==> src/rtl/cache_ctrl.sv <==
// cache_ctrl: direct-mapped, read-only, one-word-per-line cache controller.
// Drives the shared index and write strobes of external valid/tag/data RAMs
// (all with a 1-cycle registered read), compares tags, and runs a single
// outstanding refill to memory on a miss. Whole-cache invalidate is issued
// through ValidRamReset.
//
// Optional build macro: CACHE_STAT_EN adds 32-bit HitCount/MissCount outputs.

module cache_ctrl #(
   parameter  int ADDR_W  = 32,
   parameter  int INDEX_W = 6,
   parameter  int DATA_W  = 32,
   localparam int TAG_W   = ADDR_W - INDEX_W - 2
) (
   input  logic               Clk,
   input  logic               Reset,
   // CPU side
   input  logic               CpuReq,
   input  logic [ADDR_W-1:0]  CpuAddr,
   output logic               CpuReady,
   output logic [DATA_W-1:0]  CpuRdata,
   input  logic               Flush,
   // memory side
   output logic               MemReq,
   output logic [ADDR_W-1:0]  MemAddr,
   input  logic               MemAck,
   input  logic [DATA_W-1:0]  MemRdata,
   // storage arrays
   output logic [INDEX_W-1:0] RamAddress,
   output logic               ValidWrite,
   output logic               ValidIn,
   output logic               ValidRamReset,
   input  logic               ValidOut,
   output logic               TagWrite,
   output logic [TAG_W-1:0]   TagIn,
   input  logic [TAG_W-1:0]   TagOut,
   output logic               DataWrite,
   output logic [DATA_W-1:0]  DataIn,
   input  logic [DATA_W-1:0]  DataOut
`ifdef CACHE_STAT_EN
   ,
   output logic [31:0]        HitCount,
   output logic [31:0]        MissCount
`endif
);

   typedef enum logic [2:0] {
      IDLE,
      LOOKUP,
      MISS,
      FILL,
      FLUSH
   } state_t;

   state_t              state;
   state_t              state_next;

   // Word address of the accepted request: {tag, index}.
   logic [ADDR_W-3:0]   word_addr;
   logic [ADDR_W-3:0]   word_addr_next;
   logic [DATA_W-1:0]   fill_data;
   logic [DATA_W-1:0]   fill_data_next;
   logic                pending_flush;
   logic                pending_flush_next;
   logic                fill_we;
   logic                fill_we_next;

   logic                cpu_ready_next;
   logic [DATA_W-1:0]   cpu_rdata_next;
   logic                mem_req_next;
   logic [ADDR_W-1:0]   mem_addr_next;

   logic [TAG_W-1:0]    tag_q;
   logic [INDEX_W-1:0]  index_q;
   logic                hit;

   // Byte-offset bits never select anything in a one-word line.
   logic                unused_byte_offset;
   assign unused_byte_offset = ^CpuAddr[1:0];

   assign tag_q   = word_addr[ADDR_W-3:INDEX_W];
   assign index_q = word_addr[INDEX_W-1:0];

   // In LOOKUP the RAM outputs belong to the latched index.
   assign hit = ValidOut && (TagOut == tag_q);

   // The RAMs register their address on the accept edge, so IDLE presents the
   // live CPU index; afterwards the latched index keeps it stable.
   assign RamAddress = (state == IDLE) ? CpuAddr[INDEX_W+1:2] : index_q;

   // Clearing during reset lets the valid array come up empty without a FLUSH.
   assign ValidRamReset = Reset | (state == FLUSH);

   // A single strobe writes all three arrays in FILL.
   assign ValidWrite = fill_we;
   assign TagWrite   = fill_we;
   assign DataWrite  = fill_we;
   assign ValidIn    = 1'b1;
   assign TagIn      = tag_q;
   assign DataIn     = fill_data;

   // State register.
   always_ff @(posedge Clk or posedge Reset) begin
      if (Reset) begin
         state <= IDLE;
      end else begin
         // NOTE: sequential state uses non-blocking (<=) so every register
         // samples pre-edge values regardless of statement order.
         state <= state_next;
      end
   end

   // Next-state and next-output logic.
   always_comb begin
      // NOTE: every variable gets a default first, so no path can leave one
      // unassigned and infer a latch.
      state_next         = state;
      word_addr_next     = word_addr;
      fill_data_next     = fill_data;
      pending_flush_next = pending_flush;
      fill_we_next       = 1'b0;
      cpu_ready_next     = 1'b0;
      cpu_rdata_next     = CpuRdata;
      mem_req_next       = MemReq;
      mem_addr_next      = MemAddr;

      unique case (state)
         IDLE: begin
            if (Flush || pending_flush) begin
               state_next = FLUSH;
            end else if (CpuReq && !CpuReady) begin
               // CpuReq is still high in the CpuReady cycle after a hit; that
               // cycle must not be taken as a fresh request.
               word_addr_next = CpuAddr[ADDR_W-1:2];
               state_next     = LOOKUP;
            end
         end
         LOOKUP: begin
            if (hit) begin
               cpu_ready_next = 1'b1;
               cpu_rdata_next = DataOut;
               state_next     = IDLE;
            end else begin
               mem_req_next  = 1'b1;
               mem_addr_next = {word_addr, 2'b00};
               state_next    = MISS;
            end
         end
         MISS: begin
            if (MemAck) begin
               fill_data_next = MemRdata;
               mem_req_next   = 1'b0;
               cpu_ready_next = 1'b1;
               cpu_rdata_next = MemRdata;
               fill_we_next   = 1'b1;
               state_next     = FILL;
            end
         end
         FILL: begin
            state_next = IDLE;
         end
         FLUSH: begin
            pending_flush_next = 1'b0;
            state_next         = IDLE;
         end
         default: begin
            state_next = IDLE;
         end
      endcase

      // A flush during an access waits for it to finish, fill write included.
      if (Flush && (state == LOOKUP || state == MISS || state == FILL)) begin
         pending_flush_next = 1'b1;
      end
   end

   // Request/refill registers and registered outputs.
   always_ff @(posedge Clk or posedge Reset) begin
      if (Reset) begin
         word_addr     <= '0;
         fill_data     <= '0;
         pending_flush <= 1'b0;
         fill_we       <= 1'b0;
         CpuReady      <= 1'b0;
         CpuRdata      <= '0;
         MemReq        <= 1'b0;
         MemAddr       <= '0;
      end else begin
         word_addr     <= word_addr_next;
         fill_data     <= fill_data_next;
         pending_flush <= pending_flush_next;
         fill_we       <= fill_we_next;
         CpuReady      <= cpu_ready_next;
         CpuRdata      <= cpu_rdata_next;
         MemReq        <= mem_req_next;
         MemAddr       <= mem_addr_next;
      end
   end

`ifdef CACHE_STAT_EN
   // Hit/miss statistics, counted at the LOOKUP decision; Flush leaves them.
   always_ff @(posedge Clk or posedge Reset) begin
      if (Reset) begin
         HitCount  <= '0;
         MissCount <= '0;
      end else if (state == LOOKUP) begin
         if (hit) begin
            HitCount <= HitCount + 32'd1;
         end else begin
            MissCount <= MissCount + 32'd1;
         end
      end
   end
`endif

   // The refill request is exactly the MISS state, and the array write is
   // exactly the FILL state.
   a_memreq_in_miss : assert property (@(posedge Clk) disable iff (Reset)
      MemReq == (state == MISS));
   a_write_in_fill : assert property (@(posedge Clk) disable iff (Reset)
      fill_we == (state == FILL));

endmodule

==> config.mk <==
export PLATFORM = sky130hd
export DESIGN_NAME = cache_ctrl
export DESIGN_NICKNAME = d
export VERILOG_FILES = /design/src/rtl/cache_ctrl.sv
export SDC_FILE = /design/constraint.sdc
export NUM_CORES = 1
export LEC_CHECK = 0
export CAP_MARGIN = 25
export CORE_UTILIZATION = 46
export DETAILED_ROUTE_END_ITERATION = 10
export GPL_TIMING_DRIVEN = 0
export MAX_ROUTING_LAYER = met4
export PLACE_DENSITY_LB_ADDON = 0.08
export SETUP_SLACK_MARGIN = 0.4
export SLEW_MARGIN = 30
export SYNTH_ARGS = -nofsm -noshare
export SYNTH_HDL_FRONTEND = slang
export SYNTH_SLANG_ARGS = --single-unit
==> constraint.sdc <==
create_clock -name Clk -period 15.75 [get_ports Clk]
set_clock_uncertainty 0.2 [all_clocks]
set_input_delay 3.15 -clock Clk [delete_from_list [all_inputs] [get_ports Clk]]
set_output_delay 3.15 -clock Clk [all_outputs]
set_load 0.02 [all_outputs]
* Word-level counts from Yosys, hierarchy flattened
Cells that the tools add are included. W data, S select, Z words.
Storage, ports and cells: flip-flop bits (word level) 131, output and inout port bits 133, word-level logic and storage cells 55
Operators by class: equality and inequality tests 9, muxes and demuxes 18, bitwise operators 3, reduce and logical (&&, ||, !) cells 16
Operator list (count):
- $mux W32 | 2
- $pmux W32 S2 | 1
- $eq A24 B24 Y1 | 1
- $mux W3 | 3
- $pmux W3 S3 | 1
- $reduce_and A3 Y1 | 3
- $mux W1 | 7
- $eq A3 B2 Y1 const B | 2
- $mux W6 | 1
- $ne A2 B2 Y1 const B | 3
- $reduce_and A2 Y1 | 3
- $pmux W1 S2 | 2
- $reduce_bool A2 Y1 | 2
- $eq A3 B1 Y1 const B | 1
- $eq A3 B3 Y1 const B | 1
- $logic_and A1 B1 Y1 | 3
- $logic_not A3 Y1 | 1
- $logic_or A1 B1 Y1 | 3
- $ne A3 B1 Y1 const B | 1
- $mux W2 | 1
- $not A1 Y1 | 2
- $logic_not A1 Y1 | 1
- $or A1 B1 Y1 | 1

* Depth between registers and ports, before layout
Gate-level depths: netlist of the first run.
depth after elaboration 5, gate-level depth with buffers 6

* Worst setup path after synthesis of the first run
Ideal clock, no wire load.
path kind input port to output port, from input port Reset, to output port ValidRamReset, data arrival time 6.966 ns, path slack 5.434 ns, stages on the path 2, path buffers 0, cells stage by stage inv_1 -> o21ai_0
On the way: word-level cells in the longest chain between the ends 1
Ends and longest elaborated chain:
- start, declared | line 16 | input logic Reset,
- $or A1 B1 Y1 | line 92 | assign ValidRamReset = Reset | (state == FLUSH);
- end, declared | line 32 | output logic ValidRamReset,
No other way between the ends.

* Worst setup path in the final report of the first run
Ends and elaborated chain as after synthesis.

==> results.md, run 1 <==
- Outcome: completed
- Post-CTS setup buffer count: 0
- GRT Residual Overflow: 0
- Slew Viols, Final: 0
- Hold Path Class: flip-flop to flip-flop
- Pin count of the biggest net entering global routing: 68
- Clock sinks: 131
- HPWL after DPL: 11520 um
- Synthesized area per cell: 12.73 sq um
- Layout area overhead: 56.62%
- Fin worst setup slack: 7608 ps
- Setup violations, final: 0
- RSZ-0062 raised after global routing: false
- Peak supply drop: 0.0001022 V
- Vias in the first global route: 4782
- DRC violations left: 0
- Combinational power share: 0.495
- DR pass1 iterations: 4
- Die area: 13210 sq um
- Setup_tns: 0 ps
- Dpl cells: 884
- Rows: 40
- Mapped cell area: 5867 sq um
- Via count: 4454
- CP Class: input pin to output pin
- Distinct cells, synth: 30
- Routability cong.: 0.7720
- Vias per cell: 4.873
- Fill cell total of the finished layout: 887
- Worst slew margin: 0.5572
- Leakage: 0.004019 uW
- CORE AREA: 12210 sq um
- CP endpoint kind: output pin
- Flop pwr share: 0.318
- Max Cap Viol: 0
- Min Tclk post-route: 8142 ps
- Final hold slack: 270.4 ps
- First-pass GRT wire length: 24140 um
- Wirelength per Cell: 16.87 um
- Clock Tree Buf Depth: 2
- Power Density: 209.6 nW/um^2
- Post-Layout Cell Count: 914
- CTS Buf Count: 17
- Worst Path Max Fanout: 66
- CTS tree: yes
- Internal power: 1245 uW
- Hold_buf cts: 0
- Initial Util: 0.4804
- Switch Pwr: 680.2 uW
- GRT Total Usage: 0.2538
- H-tree depth: 4
- Initial antenna violation count: 0
- Worst-Skew Late Latency: 410 ps
- Clk slew on worst S/H paths: 50 ps
- Nets: 861
- Peak Freq: 122.8 MHz
- Clock power share: 0.187
- Util after Layout: 0.7525
- 1st-iter DRT viols: 188
- Yosys reg bits: 131
- Overall die width: 114.9 um
- Resized cells post-CTS: 0
- Overall routed net length: 15420 um
- Sequential share of the synthesized area: 0.5588
- Critical Path Source Type: input pin
- I/O Buffers: 253
- Fraction of layout cells with a size suffix above 1: 0.2668
- Tcrit/Tclk final: 0.5170
- Antenna Nets Post-Route: 0
- Die Span Y: 114.9 um
- Hold Vio Cnt, Final: 0
- Root Buffer: clkbuf_16
- Mapped Cells: 461
- Synth warn: 0
- Worst EP required: 12400 ps
- I/O pin count: 259
- Slew of the pin with the lowest slew margin: 664.2 ps
- Antenna Cells: 0
- Fraction of power spent switching nets: 0.3532
- CP arrival: 4790 ps
- Pre-CTS setup slack: 7554 ps
[Yosys cell counts]
library cell | number | area share
dfrtp_1 | 131 | 0.56
mux2_2 | 126 | 0.24
nand2_1 | 100 | 0.064
buf_4 | 29 | 0.037
xnor2_1 | 13 | 0.019
xor2_1 | 11 | 0.016
clkbuf_1 | 7 | 0.0045
buf_6 | 6 | 0.012
buf_1 | 5 | 0.0032
mux2_1 | 4 | 0.0077
inv_1 | 3 | 0.0019
nand4_1 | 3 | 0.0032
conb_1 | 2 | 0.0013
nand4b_1 | 2 | 0.0030
nor2_1 | 2 | 0.0013
nor4_1 | 2 | 0.0021
or2_2 | 2 | 0.0021
a21oi_1 | 1 | 0.00085
nand3_1 | 1 | 0.00085
nor2b_1 | 1 | 0.0011
nor3_1 | 1 | 0.00085
nor3_2 | 1 | 0.0017
nor3b_2 | 1 | 0.0021
o21a_1 | 1 | 0.0013
o21ai_0 | 1 | 0.00085
o21ai_4 | 1 | 0.0028
o21ba_2 | 1 | 0.0017
o21bai_4 | 1 | 0.0032
o2bb2ai_1 | 1 | 0.0015
or4_4 | 1 | 0.0019
[kinds of logic after synthesis]
family | after synthesis | synth area share
AOI/OAI and AO/OA | 7 | 0.01216
xor gates and xnor gates | 24 | 0.03583
buffers and inverters | 50 | 0.05822
DFF | 131 | 0.5588
muxes | 130 | 0.2495
other | 2 | 0.001280
and+or+nand+nor | 117 | 0.08424
[cells in the final DEF (no fill, tap or decap), types with 4 or more instances in the layout]
| cell | netlist | routed |
|---|---|---|
| buf_1 | 5 | 5 |
| buf_6 | 6 | 6 |
| xnor2_1 | 13 | 13 |
| clkinv_2 | 0 | 5 |
| clkbuf_1 | 7 | 9 |
| mux2_2 | 126 | 126 |
| clkbuf_8 | 0 | 6 |
| dfrtp_1 | 131 | 131 |
| buf_4 | 29 | 29 |
| clkbuf_16 | 0 | 17 |
| mux2_1 | 4 | 4 |
| xor2_1 | 11 | 11 |
| nand2_1 | 100 | 100 |
| clkdlybuf4s50_1 | 0 | 253 |
[final cells by class]
cell class	count	area [sq um]	share of cell area
plain buffers	47	330.3	0.03595
clock buffers	25	515.5	0.05610
clock inverters	5	25.02	0.002723
inverters	3	18.77	0.002042
multi-input cells	281	2251	0.2450
flip-flops and latches	131	3278	0.3568
well taps	168	210.2	0.02288
repair buffers	254	2560	0.2786
[flip-flops by register name (all words and copies together) (netlist names)]
name           cells
DataIn            32
CpuReady           1
word_addr         30
MemAddr           30
pending_flush      1
state              3
MemReq             1
DataWrite          1
CpuRdata          32
[critical path: stages]
cell and delay (ps):
clkdlybuf4s50_1 490, inv_8 370, o21ai_0 160, clkdlybuf4s50_1 590
[worst paths after layout]
path,depth (start not counted),start,to,slack (ps)
setup / recovery,4,Reset,ValidRamReset,7610
hold / removal,2,DataIn[12],DataIn[12],270
setup reg to reg,6,word_addr[9],CpuRdata[19],13170
hold reg to reg,2,DataIn[12],DataIn[12],270
max in group asynchronous,3,Reset,word_addr[27],11700
min in group asynchronous,2,Reset,MemAddr[2],2970
[power groups by stage]
stage | clock, uW | sequential (uW) | combinational, uW
2_1_floorplan | 0 | 745 | 381
3_3_place_gp | 0 | 604 | 942
3_5_place_dp | 0 | 614 | 957
4_1_cts | 366 | 613 | 963
5_1_grt | 380 | 635 | 1010
6_report | 360 | 612 | 954
[through the flow]
step                      total power, uW  instance area [sq um]
after CTS                            1942                   9189
after global routing                 2025                   9189
final                                1926                   9189
after global placement               1545                   8613
after floorplan                      1126                   5871
after detailed placement             1572                   8648
[per-layer routing]
metal | track usage | share of wire | vias to the layer above
met4 | 0.1143 | 0.030 | 0
met2 | 0.4277 | 0.50 | 177
met3 | 0.07907 | 0.078 | 34
met5 | - | 0 | -
li1 | - | - | 2070
met1 | 0.2745 | 0.39 | 2173
(Power assumes the default switching activity.)
==> inputs of run 2 (changes only) <==
--- a/config.mk
+++ b/config.mk
@@ -6,7 +6,7 @@
 export NUM_CORES = 1
 export LEC_CHECK = 0
 export CAP_MARGIN = 25
-export CORE_UTILIZATION = 46
+export CORE_UTILIZATION = 42
 export DETAILED_ROUTE_END_ITERATION = 10
 export GPL_TIMING_DRIVEN = 0
 export MAX_ROUTING_LAYER = met4
==> constraint.sdc (replaced) <==
create_clock -name Clk -period 8 [get_ports Clk]
set_clock_uncertainty 0.2 [all_clocks]
set_input_delay 1.6 -clock Clk [delete_from_list [all_inputs] [get_ports Clk]]
set_output_delay 1.6 -clock Clk [all_outputs]
set_load 0.02 [all_outputs]
==> results.md, run 2 (synthesis results as in run 1) <==
- Outcome: completed (unchanged)
- Peak Freq: 198.2 MHz
- Layout area overhead: 56.94% (was 56.62%)
- Max Cap Viol: 0 (unchanged)
- Initial Util: 0.4361 (was 0.4804)
- Via count: 4349 (was 4454)
- Setup violations, final: 0 (unchanged)
- CP endpoint kind: output pin (unchanged)
- Worst Path Max Fanout: 67 (was 66)
- CTS tree: yes (unchanged)
- Slew of the pin with the lowest slew margin: 612.6 ps (was 664.2 ps)
- Rows: 42 (was 40)
- Final hold slack: 269.8 ps (was 270.4 ps)
- CORE AREA: 13450 sq um (was 12210 sq um)
- Power Density: 410.7 nW/um^2 (was 209.6 nW/um^2)
- Most frequent cells in the layout: clkdlybuf4s50_1, dfrtp_1, mux2_2 (unchanged)
- Antenna Nets Post-Route: 0 (unchanged)
- GRT Residual Overflow: 0 (unchanged)
- First-pass GRT wire length: 23430 um (was 24140 um)
- Pin count of the biggest net entering global routing: 68 (unchanged)
- Critical Path Source Type: input pin (unchanged)
- Initial antenna violation count: 0 (unchanged)
- Min Tclk post-route: 5044 ps
- 1st-iter DRT viols: 194 (was 188)
- Post-CTS setup buffer count: 0 (unchanged)
- Most common cell after layout, fill and taps aside: clkdlybuf4s50_1 (unchanged)
- GRT Total Usage: 0.2221 (was 0.2538)
- CP bufs+invs: 3 (unchanged)
- Clock Tree Buf Depth: 2 (unchanged)
- Hold_buf cts: 0 (unchanged)
- HPWL after DPL: 11220 um (was 11520 um)
- Most frequent CP cell: clkdlybuf4s50_1 (unchanged)
- Overall routed net length: 14920 um (was 15420 um)
- Crit-path slowest cell: clkdlybuf4s50_1 (unchanged)
- Worst-Skew Late Latency: 410 ps (about the same)
- RSZ-0062 raised after global routing: false (unchanged)
- Worst EP required: 6200 ps (was 12400 ps)
- Tcrit/Tclk final: 0.6305
- Root Buffer: clkbuf_16 (unchanged)
- I/O pin count: 259 (unchanged)
- I/O Buffers: 253 (unchanged)
- Vias per cell: 4.712 (was 4.873)
- Hold Path Class: flip-flop to flip-flop (unchanged)
- CP arrival: 3240 ps (was 4790 ps)
- Overall die width: 120.2 um (was 114.9 um)
- Worst slew margin: 0.5894 (was 0.5572)
- Slew Viols, Final: 0 (unchanged)
- Fraction of layout cells with a size suffix above 1: 0.2637 (was 0.2668)
- Crit-path cells: clkdlybuf4s50_1 -> inv_8 -> o21ai_0 -> clkdlybuf4s50_1 (unchanged)
- Crit-path max cell delay: 590 ps (about the same)
- DR pass1 iterations: 4 (unchanged)
- Wirelength per Cell: 16.17 um (was 16.87 um)
- Nets: 861 (unchanged)
- Clk slew on worst S/H paths: 50 ps (about the same)
- Tot Pwr: 3782 uW (was 1926 uW)
- CP top delay family: buffers and inverters (unchanged)
- Vias in the first global route: 4551 (was 4782)
- Clock sinks: 131 (unchanged)
- Routability cong.: 0.7811 (was 0.7720)
- CTS Buf Count: 17 (unchanged)
- Die Span Y: 120.2 um (was 114.9 um)
- Peak supply drop: 0.0001697 V (was 0.0001022 V)
- Leakage: 0.004018 uW (was 0.004019 uW)
- CP Class: input pin to output pin (unchanged)
- R2R Setup Slk: 5410 ps (was 13170 ps)
- Hold Vio Cnt, Final: 0 (unchanged)
- Antenna Cells: 0 (unchanged)
- H-tree depth: 4 (unchanged)
- Resized cells post-CTS: 0 (unchanged)
- DRC violations left: 0 (unchanged)
- Die area: 14450 sq um (was 13210 sq um)
-- run 2: changes by cell type in the layout (fill, tap and decap cells not counted) --
| cell | before | now |
|---|---|---|
| clkbuf_1 | 9 | 12 |
| bufinv_16 | 0 | 1 |
| clkbuf_8 | 6 | 4 |
| clkinv_2 | 5 | 4 |
-- run 2: tightest hold or removal path, stage by stage (launching register included) --
cell and delay (ps):
dfrtp_1 330, nand2_1 50, nand2_1 50
-- run 2: path summary, 6_finish.rpt --
check                      depth (start not counted)          start            end
max                                                4          Reset  ValidRamReset
min                                                2     DataIn[23]     DataIn[23]
max reg2reg                                        6  word_addr[15]    CpuRdata[4]
min reg2reg                                        2     DataIn[23]     DataIn[23]
max in group asynchronous                          3          Reset   CpuRdata[28]
min in group asynchronous                          2          Reset   word_addr[3]
-- run 2: cell type report --
cell class                      count  area, sq um
Fill cell                        1064         4245
Sequential cell                   131         3278
Timing Repair Buffer              254         2560
Multi-Input combinational cell    281         2251
Clock buffer                       26        499.2
Buffer                             47        330.3
Tap cell                          176        220.2
Clock inverter                      5        50.05
Inverter                            3        18.77
-- run 2: stage by stage --
step / std cells / util / cell area, sq um / TNS (ps) / setup WS [ps]
floorplan: 462 / - / 5871 / 0 / 784.3
global placement: 891 / 0.6410 / 8623 / -726.3 / -726.3
detailed placement: 892 / 0.6436 / 8658 / 0 / 2898
CTS: 923 / 0.6844 / 9208 / 0 / 2896
global route: 923 / 0.6844 / 9208 / 0 / 2801
finish: 923 / 0.6844 / 9208 / 0 / 2956
-- run 2: power by group --
group,internal (uW),switching [uW],leakage [uW],total (uW)
clock network,456,264,0.000274,720
registers,987,210,0.00160,1200
logic,1030,839,0.00214,1860
total,2470,1310,0.00402,3780
-- run 2: per-layer routing --
metal	wire, um	track usage	vias up
met5	0	-	-
met4	223	0.07891	0
met3	1148	0.07453	18
met2	7492	0.3610	163
met1	6060	0.2563	2087
li1	-	-	2081
